### config.mk
export PLATFORM = sky130hd
export DESIGN_NAME = writeback_regfile
export DESIGN_NICKNAME = d
export VERILOG_FILES = /design/src/rtl/writeback_regfile.sv
export SDC_FILE = /design/constraint.sdc
export NUM_CORES = 2
export LEC_CHECK = 0
export ABC_AREA = 0
export BUFFER_PORTS_ARGS = -buffer_cell sky130_fd_sc_hd__buf_2
export CAP_MARGIN = 20
export CELL_PAD_IN_SITES_DETAIL_PLACEMENT = 1
export CELL_PAD_IN_SITES_GLOBAL_PLACEMENT = 1
export CORE_MARGIN = 2
export CORE_UTILIZATION = 45
export DETAILED_ROUTE_END_ITERATION = 10
export PLACE_DENSITY = 0.79
export SLEW_MARGIN = 20
export SYNTH_ARGS = -nofsm -noshare
export SYNTH_HDL_FRONTEND = slang
export SYNTH_SLANG_ARGS = --single-unit
export TNS_END_PERCENT = 100
### constraint.sdc
create_clock -name Clk -period 2.9 [get_ports Clk]
set_input_delay 0.29 -clock Clk [delete_from_list [all_inputs] [get_ports Clk]]
set_output_delay 0.29 -clock Clk [all_outputs]
set_load 0.005 [all_outputs]
### src/rtl/writeback_regfile.sv
// Write-back stage and 32x32 architectural register file of the MIPS pipeline.
// Formats load data, selects the write-back value and serves three write-first read ports.
module writeback_regfile (
  input  logic        Clk,
  input  logic        Rst,
  input  logic        inRegWrite,
  input  logic [2:0]  inMemToRegMux,
  input  logic [1:0]  inMemRead,
  input  logic [4:0]  inRegDest,
  input  logic [31:0] inMemData,
  input  logic [31:0] inALUResult,
  input  logic [31:0] inData1,
  input  logic [31:0] inPCCounter,
  input  logic [4:0]  inReadReg1,
  input  logic [4:0]  inReadReg2,
  input  logic [4:0]  inDebugReg,
  output logic [31:0] outReadData1,
  output logic [31:0] outReadData2,
  output logic [31:0] outDebugData,
  output logic [31:0] outWriteData,
  output logic [4:0]  outWriteReg,
  output logic        outWriteEnable
);

  logic [31:0] regs [32];
  logic [31:0] load_data;

  function automatic logic [31:0] format_load(input logic [1:0]  code,
                                              input logic [1:0]  lane,
                                              input logic [31:0] word);
    logic [7:0]  b;
    logic [15:0] h;
    case (lane)
      2'd0:    b = word[7:0];
      2'd1:    b = word[15:8];
      2'd2:    b = word[23:16];
      default: b = word[31:24];
    endcase
    // Halfword lane ignores address bit 0 (unaligned lh is not trapped here).
    h = lane[1] ? word[31:16] : word[15:0];
    case (code)
      2'b00:   format_load = word;
      2'b01:   format_load = {{16{h[15]}}, h};
      2'b10:   format_load = {{24{b[7]}}, b};
      default: format_load = {24'd0, b};
    endcase
  endfunction

  function automatic logic [31:0] read_port(input logic [4:0]  idx,
                                            input logic [31:0] stored);
    if (Rst || idx == 5'd0)
      read_port = 32'd0;
    else if (outWriteEnable && idx == inRegDest)
      read_port = outWriteData;
    else
      read_port = stored;
  endfunction

  always_comb begin
    load_data = format_load(inMemRead, inALUResult[1:0], inMemData);
    case (inMemToRegMux)
      3'd1:    outWriteData = load_data;
      3'd2:    outWriteData = inPCCounter;
      3'd3:    outWriteData = inData1;
      default: outWriteData = inALUResult;
    endcase
  end

  assign outWriteEnable = inRegWrite & (inRegDest != 5'd0) & ~Rst;
  assign outWriteReg    = inRegDest;

  assign outReadData1 = read_port(inReadReg1, regs[inReadReg1]);
  assign outReadData2 = read_port(inReadReg2, regs[inReadReg2]);
  assign outDebugData = read_port(inDebugReg, regs[inDebugReg]);

  // Commit stage: the gated enable keeps r0 and reset-cycle writes out of the array.
  always_ff @(posedge Clk) begin
    if (Rst) begin
      for (int i = 0; i < 32; i++) regs[i] <= 32'd0;
    end else if (outWriteEnable) begin
      regs[inRegDest] <= outWriteData;
    end
  end

endmodule

# After elaboration in Yosys (flattened, before gate mapping)
# Memories as Yosys holds them, arrays and structs flattened.
# Cells that the tools add are included.
totals:
  n_memories: 1
  wordCells: 45
  out_inout_bits: 134
  reg_bits: 0
  mem_bits_rw: 1024
  inputBits: 156
op_classes:
  eq_ne: 10
  n_reduce_logical: 13
  n_mux: 18
  bitwise_logic: 3
memory_table:
  columns: ["name", "words", "width", "rd", "rd_clocked_by_memory_dff", "wr", "line", "text"]
  rows:
  - ["regs", 32, 32, 3, 0, 32, "25", "logic [31:0] regs [32];"]
ops:
  columns: ["operator", "n"]
  rows:
  - ["2-to-1 mux 32 bit", 7]
  - ["one-hot mux 32 bit (3 select lines)", 2]
  - ["OR reduction 32 bit", 1]
  - ["one-hot mux 8 bit (3 select lines)", 1]
  - ["2-to-1 mux 16 bit", 1]
  - ["equality test 5 bit", 3]
  - ["zero test 5 bit", 3]
  - ["equality test 3 x 2 -> 1 bit, second input constant", 2]
  - ["2-to-1 mux 1 bit", 6]
  - ["2-to-1 mux 5 bit", 1]
  - ["nonzero test 5 bit", 1]
  - ["equality test 2 x 1 -> 1 bit, second input constant", 2]
  - ["equality test 2 bit, second input constant", 2]
  - ["zero test 2 bit", 2]
  - ["equality test 3 x 1 -> 1 bit, second input constant", 1]
  - ["logical AND 1 bit", 3]
  - ["logical OR 1 bit", 3]
  - ["bitwise AND 1 bit", 2]
  - ["NOT 1 bit", 1]

# Logic depth before layout (Yosys ltp)
logic_depth:
  depth_word: 8
  mapped_depth: 10

# Worst setup path before layout
# No wires, ideal clock.
synth_path:
  path_kind: "in2reg"
  from: "input Rst"
  to: "memory regs[22][0] (enable)"
  slack_ns: 0.342
  path_buffers: 1
  required_ns: 2.511
  stages: 5
  setup_ns: 0.389
  arrival_time_ns: 2.169
  path_cell_list: "nand2b_1 > nor3b_1 > nand2_1 > clkbuf_1 > nand2_1"
synth_rtl:
  columns: ["element", "line", "text"]
  rows:
  - ["start, declared", "5", "input logic Rst,"]
  - ["end, declared", "25", null]

==> results.toml <==
[clock_network]
cts_hold_buf = 0
clk_pin_slew_ns = 0.06
cts_root_buf = "clkbuf_16"
cts_buffers = 111
htree_levels = 3
cts_tree = "done"
clkSinkCount = 1024
cts_buffer_depth = 3

[layout]
multi_input_area_um2 = 32570
n_fill_cell = 14180
largest_reg_flops = 1024
final_area_um2 = 78280
top_register = "regs"
final_common_cell = "nor2_1"
mostFrequentLayoutCells = "1,202 x nor2_1, 1,024 x edfxtp_1, 741 x mux2i_1"
drive_gt1_share_pct = 33.99
largestRegisters = "regs (1024)"
syn_to_final_growth_pct = 22.12
seq_area_um2 = 30750
postLayoutCoreUtil_pct = 55.36
nets = 6029

[floorplan]
fp.dieH_um = 381.4
rows = 138
pin_count = 290
initial_core_util_pct = 45.33
fp.dieW_um = 381.4
dieArea_um2 = 145500
core_um2 = 141400

[power_and_ir_drop]
p_clk_share_pct = 34.8
finalPower_mw = 42.10
power_switching_share_pct = 30.42
peakVddDrop_mv = 0.4842
pwr-share-comb_pct = 22.7
seqPwrFrac_pct = 42.5
p_int_mw = 29.29
leakagePower_nw = 29.83
p_switching_mw = 12.81
p_per_area_nw_per_um2 = 537.8

[sta]
rsz0062_at_grt = "yes"
period_share_pct = 108.3
setup_ws_ns = -0.2417
tightestPinTransition_ns = 1.049
finalCriticalPeriod_ns = 3.142
holdWs_ns = 0.07736
fmax_mhz = 318.3
final-hold-violation-count = 0
setup_viol = 48
finalMaxSlewViolations = 0
slew_headroom_pct = 30.09

[detailed_routing]
via_per_inst = 7.399
vias = 58090
drt_pass1_iterations = 7
drt_iter0_markers = 9779
antenna_left = 0
drc = 0
routedWlPerCell_um = 38.40
wirelength_um = 301500

[place]
dp_slack_ns = -0.2584
routabilityCongestion = 0.9756
dp_hpwl_um = 188200
placement.cell_area_um2 = 72440
portBuffers = 289

[yosys]
synth_edf_count = 1024
ys_ff_latch = 1024
async_reset_ff_share_pct = 0
ys_seq_area_share_pct = 47.97
synthFlopType = "edfxtp_1"
synth_cell_types = 51
syn_avg_cell_area_um2 = 12.03
synthCells = 5330
syn_area_um2 = 64100
yosysWarnings = 0

[global_routing]
grt_max_degree = 59
grt_pass1_wl_um = 422600
gr-total-overflow = 0
grt_usage_pct = 40.10
antenna_found_initial = 13
grt_pass1_vias = 60000

[critical_path]
arrival_ns = 2.85
crit_fanout = 2
worst_setup_path_start_kind = "flop"
path_class = "reg -> out"
required_ns = 2.61
cp-end-kind = "output port"

[run_status]
violations = "negative setup slack"
status = "finished, violations left"

[hold_path]
whs_path_depth = 3
hp-class = "in -> reg"
hp-start = "inALUResult[27]"
hold_path_end = "regs[27][27]$_SDFFCE_PN0P_"

[flow_run]
maxCapViolCount = 0
-- timing repair --
| item | CTS | global route |
|---|---|---|
| endpoints found under the setup margin | 88 | 97 |
| gates resized for setup | 357 | 262 |
| cloned | 3 | 2 |
| pin swaps | 71 | 106 |
| setup buffers | 32 | 13 |
-- cells by family (layout without fill, tap and decap cells) --
logic type / Yosys count / count (layout) / synth area share [%]
xor+xnor: 15 / 15 / 0.2050
compound gates: 1088 / 1088 / 12.40
simple gates: 1427 / 1427 / 8.709
mux: 1149 / 1149 / 25.81
buf+inv: 626 / 1225 / 4.903
flops: 1024 / 1024 / 47.97
other cells: 1 / 34 / 0.005850
-- synth_stat cells (all sizes together), types with 11 or more instances --
| library cell | count | area (µm²) |
|---|---|---|
| mux2i | 746 | 7467 |
| nor3b | 12 | 90.09 |
| nor2 | 1220 | 4612 |
| a221oi | 379 | 3319 |
| nand2 | 139 | 521.8 |
| buf | 294 | 1897 |
| o21ai | 327 | 1685 |
| a21oi | 28 | 140.1 |
| xnor2 | 15 | 131.4 |
| inv | 39 | 146.4 |
| a2bb2oi | 11 | 96.34 |
| nand2b | 23 | 143.9 |
| edfxtp | 1024 | 30750 |
| a211oi | 19 | 197.7 |
| clkbuf | 291 | 1092 |
| a22oi | 289 | 2170 |
| mux4 | 403 | 9076 |
-- final cells by class --
type | instances | share of cell area, %
Multi-Input combinational cell | 3711 | 41.61
Sequential cell | 1024 | 39.28
Timing Repair Buffer | 984 | 11.32
Clock buffer | 133 | 3.708
Tap cell | 1890 | 3.021
Clock inverter | 67 | 0.8567
Inverter | 41 | 0.2030
Antenna cell | 2 | 0.006393
-- worst max-delay path, cell delays in order (launching register included) --
cell and delay (ns):
edfxtp_1 0.44, mux4_2 0.53, mux4_2 0.54, a22oi_2 0.18, o21ai_1 0.10, buf_4 0.20
buf_6 0.12
-- stage by stage --
step / setup TNS (ns) / instances
2_1_floorplan: 0 / 5361
3_3_place_gp: -0.5666 / 7636
6_report: -4.600 / 7852
5_1_grt: -6.929 / 7850
3_5_place_dp: -1.568 / 7636
4_1_cts: -2.505 / 7855
-- per-layer routing --
metal  vias up  track usage (%)  wire, µm
met5         -                0       114
met4        18            28.06     25500
met3      1616            14.21     44040
met2      5539            59.92    132100
met1     29040            48.38     99750
li1      21880                -         -
-- power by group through the flow --
stage               combinational (mW)  sequential, mW  clock, mW
floorplan                         4.53            17.8          0
global placement                  8.18            18.0          0
detailed placement                8.42            18.1          0
CTS                               8.84            17.8       14.6
global route                      9.76            17.9       15.1
finish                            9.58            17.9       14.6
-- how the worst max path moves through the flow --
| stage | from | end | cells after the start |
|---|---|---|---|
| 2_1_floorplan | Rst | regs[22][0]$_SDFFCE_PN0P_ | 5 |
| 3_3_place_gp | inReadReg1[0] | outReadData1[21] | 11 |
| 3_5_place_dp | inReadReg1[0] | outReadData1[21] | 11 |
| 4_1_cts | regs[27][0]$_SDFFCE_PN0P_ | outReadData1[0] | 6 |
| 5_1_grt | regs[7][18]$_SDFFCE_PN0P_ | outReadData1[18] | 8 |
| 6_report | regs[27][0]$_SDFFCE_PN0P_ | outReadData1[0] | 6 |
No activity file was read; power rests on OpenSTA's default activity.
